--- src/rtl/spi_target_if.sv ---
// Bus bundle between an SPI target and its host-side logic/SPI master.
// slave modport is the target's view; master modport is the driving side.
interface spi_target_if;
    logic [7:0] tx_data_i;
    logic       tx_valid_i;
    logic       tx_ready_o;
    logic [7:0] rx_data_o;
    logic       rx_valid_o;
    logic       rx_ready_i;
    logic       overrun_o;
    logic       underrun_o;
    logic       sck_i;
    logic       csn_i;
    logic       mosi_i;
    logic       miso_o;
    logic       miso_oe_o;

    modport slave (
        input  tx_data_i, tx_valid_i, rx_ready_i, sck_i, csn_i, mosi_i,
        output tx_ready_o, rx_data_o, rx_valid_o, overrun_o, underrun_o, miso_o, miso_oe_o
    );

    modport master (
        output tx_data_i, tx_valid_i, rx_ready_i, sck_i, csn_i, mosi_i,
        input  tx_ready_o, rx_data_o, rx_valid_o, overrun_o, underrun_o, miso_o, miso_oe_o
    );
endinterface

--- src/rtl/spi_target.sv ---
// SPI target, mode 0, MSB first, oversampled on clk_i. Handshakes: a byte moves
// across tx or rx exactly in a cycle where valid and ready are both high.
module spi_target #(
    parameter int         SYNC_STAGES = 2,
    parameter logic [7:0] IDLE_BYTE   = 8'hFF
) (
    input  logic clk_i,
    input  logic rst_i,
    spi_target_if.slave bus,
    output logic dbg_state
);
    typedef enum logic {ST_IDLE = 1'b0, ST_ACTIVE = 1'b1} state_t;

    state_t state, state_next;

    logic [SYNC_STAGES-1:0] sck_sync, csn_sync, mosi_sync;
    logic       sck_q, csn_q;
    logic       sck_s, csn_s, mosi_s;
    logic       sck_rise, sck_fall, csn_rise, csn_fall;
    logic       load_evt, edges_en, byte_done;
    logic       load_next;
    logic [2:0] bit_cnt;
    logic [7:0] rx_shift, tx_shift, hold_data;
    logic       hold_full;
    logic [7:0] rx_data;
    logic       rx_valid, overrun, underrun;

    assign sck_s  = sck_sync[SYNC_STAGES-1];
    assign csn_s  = csn_sync[SYNC_STAGES-1];
    assign mosi_s = mosi_sync[SYNC_STAGES-1];

    assign sck_rise = sck_s & ~sck_q;
    assign sck_fall = ~sck_s & sck_q;
    assign csn_rise = csn_s & ~csn_q;
    assign csn_fall = ~csn_s & csn_q;

    // csn chain resets low so a select held low across reset never looks like a fall.
    always_ff @(posedge clk_i) begin
        if (rst_i) begin
            sck_sync  <= '0;
            csn_sync  <= '0;
            mosi_sync <= '0;
            sck_q     <= 1'b0;
            csn_q     <= 1'b0;
        end else begin
            sck_sync  <= {sck_sync[SYNC_STAGES-2:0], bus.sck_i};
            csn_sync  <= {csn_sync[SYNC_STAGES-2:0], bus.csn_i};
            mosi_sync <= {mosi_sync[SYNC_STAGES-2:0], bus.mosi_i};
            sck_q     <= sck_s;
            csn_q     <= csn_s;
        end
    end

    always_ff @(posedge clk_i) begin
        if (rst_i) state <= ST_IDLE;
        else       state <= state_next;
    end

    always_comb begin
        state_next = state;
        load_evt   = 1'b0;
        edges_en   = 1'b0;
        case (state)
            ST_IDLE: begin
                if (csn_fall) begin
                    state_next = ST_ACTIVE;
                    load_evt   = 1'b1;
                end
            end
            ST_ACTIVE: begin
                if (csn_rise) begin
                    state_next = ST_IDLE;
                end else begin
                    edges_en = 1'b1;
                    load_evt = sck_fall & load_next;
                end
            end
            default: state_next = ST_IDLE;
        endcase
    end

    assign byte_done = edges_en & sck_rise & (bit_cnt == 3'd7);

    always_ff @(posedge clk_i) begin
        if (rst_i) begin
            tx_shift  <= IDLE_BYTE;
            hold_data <= 8'h00;
            hold_full <= 1'b0;
            rx_shift  <= 8'h00;
            bit_cnt   <= 3'd0;
            load_next <= 1'b0;
            underrun  <= 1'b0;
        end else begin
            underrun <= 1'b0;
            if (load_evt) begin
                load_next <= 1'b0;
                if (hold_full) begin
                    tx_shift  <= hold_data;
                    hold_full <= 1'b0;
                end else if (bus.tx_valid_i) begin
                    tx_shift <= bus.tx_data_i;
                end else begin
                    tx_shift <= IDLE_BYTE;
                    underrun <= 1'b1;
                end
            end else begin
                if (!hold_full && bus.tx_valid_i) begin
                    hold_data <= bus.tx_data_i;
                    hold_full <= 1'b1;
                end
                if (state == ST_ACTIVE && csn_rise) begin
                    tx_shift  <= IDLE_BYTE;
                    rx_shift  <= 8'h00;
                    bit_cnt   <= 3'd0;
                    load_next <= 1'b0;
                end else if (edges_en && sck_rise) begin
                    rx_shift <= {rx_shift[6:0], mosi_s};
                    bit_cnt  <= bit_cnt + 3'd1;
                    if (bit_cnt == 3'd7) load_next <= 1'b1;
                end else if (edges_en && sck_fall) begin
                    tx_shift <= {tx_shift[6:0], 1'b0};
                end
            end
        end
    end

    // A new byte landing on an unconsumed one overwrites it and flags overrun.
    always_ff @(posedge clk_i) begin
        if (rst_i) begin
            rx_data  <= 8'h00;
            rx_valid <= 1'b0;
            overrun  <= 1'b0;
        end else begin
            overrun <= 1'b0;
            if (byte_done) begin
                rx_data  <= {rx_shift[6:0], mosi_s};
                rx_valid <= 1'b1;
                overrun  <= rx_valid & ~bus.rx_ready_i;
            end else if (rx_valid && bus.rx_ready_i) begin
                rx_valid <= 1'b0;
            end
        end
    end

    assign bus.tx_ready_o = ~hold_full;
    assign bus.rx_data_o  = rx_data;
    assign bus.rx_valid_o = rx_valid;
    assign bus.overrun_o  = overrun;
    assign bus.underrun_o = underrun;
    assign bus.miso_o     = tx_shift[7];
    assign bus.miso_oe_o  = (state == ST_ACTIVE);
    assign dbg_state      = state;
endmodule

--- src/flat_wrapper.sv ---
// flat-port wrapper written by rule: the top's interface ports become plain ports
module spi_target_flat 
#(
    parameter int         SYNC_STAGES = 2,
    parameter logic [7:0] IDLE_BYTE   = 8'hFF
)
  (clk_i, rst_i, dbg_state, bus_tx_data_i, bus_tx_valid_i, bus_rx_ready_i, bus_sck_i, bus_csn_i, bus_mosi_i, bus_tx_ready_o, bus_rx_data_o, bus_rx_valid_o, bus_overrun_o, bus_underrun_o, bus_miso_o, bus_miso_oe_o);
  spi_target_if bus_i ();
  input  logic clk_i;
  input  logic rst_i;
  output logic dbg_state;
  input wire logic [$bits(bus_i.tx_data_i)-1:0] bus_tx_data_i;
  input wire logic [$bits(bus_i.tx_valid_i)-1:0] bus_tx_valid_i;
  input wire logic [$bits(bus_i.rx_ready_i)-1:0] bus_rx_ready_i;
  input wire logic [$bits(bus_i.sck_i)-1:0] bus_sck_i;
  input wire logic [$bits(bus_i.csn_i)-1:0] bus_csn_i;
  input wire logic [$bits(bus_i.mosi_i)-1:0] bus_mosi_i;
  output wire logic [$bits(bus_i.tx_ready_o)-1:0] bus_tx_ready_o;
  output wire logic [$bits(bus_i.rx_data_o)-1:0] bus_rx_data_o;
  output wire logic [$bits(bus_i.rx_valid_o)-1:0] bus_rx_valid_o;
  output wire logic [$bits(bus_i.overrun_o)-1:0] bus_overrun_o;
  output wire logic [$bits(bus_i.underrun_o)-1:0] bus_underrun_o;
  output wire logic [$bits(bus_i.miso_o)-1:0] bus_miso_o;
  output wire logic [$bits(bus_i.miso_oe_o)-1:0] bus_miso_oe_o;
  assign bus_i.tx_data_i = bus_tx_data_i;
  assign bus_i.tx_valid_i = bus_tx_valid_i;
  assign bus_i.rx_ready_i = bus_rx_ready_i;
  assign bus_i.sck_i = bus_sck_i;
  assign bus_i.csn_i = bus_csn_i;
  assign bus_i.mosi_i = bus_mosi_i;
  assign bus_tx_ready_o = bus_i.tx_ready_o;
  assign bus_rx_data_o = bus_i.rx_data_o;
  assign bus_rx_valid_o = bus_i.rx_valid_o;
  assign bus_overrun_o = bus_i.overrun_o;
  assign bus_underrun_o = bus_i.underrun_o;
  assign bus_miso_o = bus_i.miso_o;
  assign bus_miso_oe_o = bus_i.miso_oe_o;
  spi_target #(.SYNC_STAGES(SYNC_STAGES), .IDLE_BYTE(IDLE_BYTE)) u_core (.clk_i(clk_i), .rst_i(rst_i), .bus(bus_i), .dbg_state(dbg_state));
endmodule
--- config.mk ---
export PLATFORM = sky130hd
export DESIGN_NAME = spi_target_flat
export DESIGN_NICKNAME = d
export VERILOG_FILES = /design/src/rtl/spi_target_if.sv /design/src/rtl/spi_target.sv /design/src/flat_wrapper.sv
export SDC_FILE = /design/constraint.sdc
export NUM_CORES = 1
export LEC_CHECK = 0
export BUFFER_PORTS_ARGS = -buffer_cell sky130_fd_sc_hd__buf_2
export CAP_MARGIN = 0
export CORE_UTILIZATION = 55
export DETAILED_ROUTE_END_ITERATION = 6
export PLACE_DENSITY = 0.82
export SLEW_MARGIN = 25
export SYNTH_ARGS = -nofsm -noshare
export SYNTH_HDL_FRONTEND = slang
export SYNTH_SLANG_ARGS = --single-unit
--- constraint.sdc ---
create_clock -name clk_i -period 2.7 [get_ports clk_i]
set_clock_uncertainty 0.1 [all_clocks]
set_input_delay 0.27 -clock clk_i [delete_from_list [all_inputs] [get_ports clk_i]]
set_output_delay 0.27 -clock clk_i [all_outputs]
set_load 0.01 [all_outputs]
==> results of run 1 <==
cells by family (layout without fill, tap and decap cells):
kind of cell             after synthesis  count (layout)  synth area share (%)
AND/OR/NAND/NOR                       79              79                  21.1
adder cells (fa/ha/maj)                2               2                  1.29
multiplexers                          16              16                  8.24
AO/OA/AOI/OAI                         43              43                  16.4
buffers and inverters                 14              40                  3.48
flip-flops                            48              48                  49.5
final cells by class:
| class | count | area (sq um) |
|---|---|---|
| Clock inverter | 2 | 60.1 |
| Inverter | 2 | 7.51 |
| Tap cell | 46 | 57.6 |
| Clock buffer | 5 | 37.5 |
| Fill cell | 306 | 1160 |
| Timing Repair Buffer | 31 | 163 |
| Multi-Input combinational cell | 140 | 915 |
| Sequential cell | 48 | 961 |
path summary, 6_finish.rpt:
kind	start	to	slack, ps	cells after the start
max	u_core.bus.miso_oe_o	u_core.hold_data[6]	730	4
min	bus_mosi_i	u_core.mosi_sync[0]	10	2
max reg2reg	u_core.bus.miso_oe_o	u_core.hold_data[6]	730	4
min reg2reg	u_core.csn_sync[0]	u_core.csn_sync[1]	360	1
state kept, by name, summed over array words and instances (netlist names):
register and cells:
u_core.bus.rx_valid_o 1, u_core.hold_data 8, u_core.bus.rx_data_o 8, u_core.mosi_sync 2, u_core.sck_q 1, u_core.bus.underrun_o 1, u_core.load_next 1, u_core.tx_shift 8
u_core.csn_q 1, u_core.bus.miso_oe_o 1, u_core.rx_shift 7, u_core.csn_sync 2, u_core.bus.overrun_o 1, u_core.bit_cnt 3, u_core.sck_sync 2, u_core.hold_full 1
cells in the final DEF (no fill, tap or decap), types with 2 or more instances in the layout:
cell	synthesis	final
nor2_1	27	27
clkbuf_4	0	5
dfxtp_1	48	48
and3b_1	3	3
o21ai_0	9	9
nor3b_1	8	8
nand2b_1	3	3
ha_1	2	2
a21oi_1	13	13
mux2i_1	16	16
bufinv_16	0	2
buf_2	3	29
nor3_1	2	2
nor2b_1	11	11
a221o_1	8	8
nand3_1	9	9
a21o_1	7	7
nand2_1	12	12
worst register-to-register path, cell delays in order, from the launching register on:
cell      delay [ps]
dfxtp_1          660
nor3b_2          190
a311oi_4         590
mux2i_1          280
nor2_1            50
power by group:
part           internal (mW)  switching (mW)  total, mW
sequential             0.728          0.0153      0.743
clock                  0.283           0.219      0.502
combinational         0.0429          0.0501     0.0929
total                   1.05           0.284       1.34
routing by layer:
metal	GRT usage [%]	up-vias	wire length, microns
met5	0	-	0
met4	9.52	0	49
met3	6.93	5	118
met2	35.7	27	1810
met1	29.5	693	1760
li1	-	762	-
timing repair:
item | in CTS | in global routing
endpoints found under the hold margin | 1 | 0
setup buffers | 0 | 0
hold buffers | 1 | 0
per-stage QoR:
stage / setup WS (ps) / instance area, sq um
global route: 562 / 2200
global placement: 812 / 2090
floorplan: 954 / 1940
detailed placement: 716 / 2090
finish: 725 / 2200
CTS: 718 / 2200
cell usage after synthesis (all sizes together):
| cell type | count | area [sq um] |
|---|---|---|
| dfxtp | 48 | 961 |
| nor2 | 27 | 101 |
| mux2i | 16 | 160 |
| a21oi | 13 | 65.1 |
| nand2 | 12 | 45.0 |
| nor2b | 11 | 68.8 |
| o21ai | 10 | 50.0 |
| a221o | 9 | 101 |
| nand3 | 9 | 45.0 |
| nor3b | 9 | 72.6 |
| a21o | 7 | 52.6 |
| clkbuf | 7 | 26.3 |
| buf | 5 | 33.8 |
| nand2b | 4 | 27.5 |
| and3b | 3 | 26.3 |
| ha | 2 | 25.0 |
| nor3 | 2 | 10.0 |
| a211oi | 1 | 7.51 |
| a311oi | 1 | 26.3 |
| a31o | 1 | 8.76 |
| clkinv | 1 | 3.75 |
| inv | 1 | 3.75 |
| nand3b | 1 | 7.51 |
| nand4 | 1 | 6.26 |
| o21a | 1 | 7.51 |
==> flow_metrics.tcl, run 1 <==
set metrics [dict create \
    crit_path_top_delay_cell "dfxtp_1" \
    layout-drive-gt1-share_pct 18.4 \
    post_synth.cell_area_avg_sq_um 9.62 \
    antenna_found_initial 0 \
    end_kind "flop" \
    synth-seq-cells 48 \
    setup_violations 0 \
    grt_max_degree 34 \
    cp_top_family "flip-flops" \
    cp_cell_sequence "nor3b_2 -> a311oi_4 -> mux2i_1 -> nor2_1" \
    die_area_sq_mm 0.00377 \
    cts_tree "done" \
    critPathMaxStageDelay_ps 660 \
    cp-start-kind "flop" \
    drv_cap 0 \
    wl_per_cell_microns 13.6 \
    hold_viol 0 \
    drtIter0Drc 76 \
    criticalPathCategory "flop to flop" \
    via_count 1487 \
    worstPathMaxFanout 14 \
    path_clk_slew_ps 130 \
    arrival_ps 2130 \
    grt_overflow_total 0 \
    finalMaxSlewViolations 0 \
    ant_nets 0 \
    grt_pass1_wl_microns 6230 \
    cts_resized 0 \
    outcome "completed" \
    hold_path.class "input port to flop" \
    synth_area_sq_mm 0.00194 \
    wl_microns 3740 \
    io_pins 30 \
    hpwl_microns 2440 \
    synth_cells 202 \
    grtUsageTotal_pct 22.8 \
    cts_htree_levels 2 \
    rsz0062_at_grt "false" \
    synth_warnings 0 \
    area_growth_pct 13.3 \
    cp.buffers_inverters 0 \
    total_power_mw 1.34 \
    clk_latency_ps 370 \
    clock.fmax_mhz 506 \
    synthDistinctLibCells 31 \
    synth_fp_nets 219 \
    worst_pin_slew_ps 671 \
    whs_ps 14.9 \
    gp_congestion 0.798 \
    fin_crit_ps 1970 \
    grt_pass1_vias 1341 \
    max_slew_margin_pct 55.1 \
    fin_crit_sh_pct 73.1 \
    clockBufferDepth 2 \
    cts_buffers 5 \
    core_region_area_sq_mm 0.00336 \
    utilization_pct 65.4 \
    crit_required_ps 2850 \
    root_buffer "clkbuf_4" \
    antennaDiodeCount 0 \
    drc_errors 0 \
    initial_core_util_pct 57.8 \
    dp_cells 266 \
    rows 21 \
    power_density_mw_per_mm2 608 \
    drt-pass1-iter-count 4 \
    tns_ps 0 \
    ys_seq_area_share_pct 49.5 \
    chipHeight_microns 61.4 \
    nets 245 \
    leakage_nw 0.997 \
    die_width_microns 61.4 \
    portBuffers 29 \
    final_cell_count_no_fill 274 \
    clkSinkCount 48 \
    via_per_inst 5.43 \
    ir_drop_mv 0.434 \
]
Power figures use the tool's default switching activity.
==> inputs of run 2 (changes only) <==
==> constraint.sdc (replaced) <==
create_clock -name clk_i -period 1.9 [get_ports clk_i]
set_clock_uncertainty 0.1 [all_clocks]
set_input_delay 0.19 -clock clk_i [delete_from_list [all_inputs] [get_ports clk_i]]
set_output_delay 0.19 -clock clk_i [all_outputs]
set_load 0.01 [all_outputs]
==> run 2 against run 1 <==
  * Core utilization increased by 4.5 points
  * Cell count increased by 6.6%
  * Die area unchanged
  * Worst setup slack got worse by 600 ps
  * Via count increased by 5.1%
  * Critical endpoint is now bus_tx_ready_o
  * Largest power group unchanged
  * Highest routed layer unchanged
==> flow_metrics.tcl, run 2 (same netlist as run 1, synthesis figures left out) <==
set metrics [dict create \
    tns_ps 0 \
    seqCellArea_sq_um 961 \
    portBuffers 29 \
    leakage_nw 1.07 \
    grt_overflow_total 0 \
    gp_congestion 0.816 \
    setup_violations 0 \
    rows 21 \
    clkSinkCount 48 \
    grt_pass1_wl_microns 6490 \
    antenna_found_initial 0 \
    clk_latency_ps 360 \
    core_region_area_sq_mm 0.00336 \
    final_common_cell "dfxtp_1" \
    nets 262 \
    hold_path.class "input port to flop" \
    antennaDiodeCount 0 \
    via_per_inst 5.35 \
    place_area_sq_mm 0.00214 \
    fin_area_sq_mm 0.00235 \
    cts_buffers 5 \
    clockBufferDepth 2 \
    criticalPathCategory "flop to primary output" \
    power_density_mw_per_mm2 792 \
    drt-pass1-iter-count 4 \
    cts_htree_levels 2 \
    chipHeight_microns 61.4 \
    die_area_sq_mm 0.00377 \
    grt_max_degree 29 \
    worst_pin_slew_ps 584 \
    pre_cts_slack_ps 162 \
    wl_microns 3820 \
    drv_cap 0 \
    fin_crit_sh_pct 93.5 \
    io_pins 30 \
    total_power_mw 1.86 \
    initial_core_util_pct 57.8 \
    worstPathMaxFanout 11 \
    drtIter0Drc 102 \
    cp-start-kind "flop" \
    outcome "completed" \
    root_buffer "clkbuf_4" \
    die_width_microns 61.4 \
    path_clk_slew_ps 120 \
    drc_errors 0 \
    finalMaxSlewViolations 0 \
    rsz0062_at_grt "false" \
    fin_ws_ps 124 \
    cts_tree "done" \
    wl_per_cell_microns 13.1 \
    layout_common_cells "48 x dfxtp_1, 29 x buf_2, 27 x nor2_1" \
    ant_nets 0 \
    dp_cells 272 \
    max_slew_margin_pct 61.1 \
    ir_drop_mv 0.588 \
    multi_input_area_sq_um 915 \
    fin_crit_ps 1780 \
    grt_pass1_vias 1394 \
    area_growth_pct 21.1 \
    hpwl_microns 2530 \
    end_kind "primary output" \
    crit_required_ps 1610 \
    arrival_ps 1490 \
    clock.fmax_mhz 563 \
    grtUsageTotal_pct 23.5 \
    hold_viol 0 \
    final_cell_count_no_fill 292 \
    layout-drive-gt1-share_pct 19.9 \
    fill_cells 281 \
    via_count 1563 \
]
==> run 2: metal layers <==
layer / part of all wire [%] / GRT usage, % / up-vias
li1: - / - / 802
met2: 45 / 34.0 / 25
met3: 3.2 / 5.46 / 5
met4: 1.2 / 10.2 / 0
met1: 51 / 33.6 / 731
met5: 0 / 0 / -
==> run 2: final timing paths <==
check | from | to | slack [ps] | depth (start not counted)
worst max register to register | u_core.csn_sync[1] | u_core.tx_shift[4] | 150 | 4
worst max-delay path | u_core.hold_full | bus_tx_ready_o | 120 | 2
worst min-delay path | bus_tx_valid_i | u_core.hold_full | 120 | 3
worst min register to register | u_core.sck_sync[0] | u_core.sck_sync[1] | 350 | 1
==> run 2: where the power goes <==
part	switching [mW]	internal [mW]
sequential	0.0199	1.03
clock	0.304	0.349
combinational	0.0768	0.0799
total	0.401	1.46
==> run 2: per-stage QoR <==
stage | hold slack [ps] | util, %
final | 123 | 70.0
after detailed placement | 306 | 63.6
after floorplan | 218 | -
after global placement | 299 | 63.6
after CTS | 99.2 | 70.0
after global routing | 153 | 70.0
==> run 2: critical path, stage by stage, from the launching register on <==
cell      delay, ps
dfxtp_1         570
clkinv_1        330
buf_2           230
==> run 2: final cells by class <==
type,count,area share [%]
clock buffers,7,2.76
clock inverters,1,1.28
inverters,2,0.319
multi-input cells,140,38.9
flip-flops and latches,48,40.8
well taps,46,2.45
repair buffers,48,13.5
==> run 2: what timing repair did <==
| action | 4_1_cts | 5_1_grt |
|---|---|---|
| endpoints found under the setup margin | 0 | 0 |
| hold buffers | 12 | 0 |
| setup buffers | 0 | 0 |
| resized for setup | 0 | 0 |
| endpoints found under the hold margin | 13 | 0 |
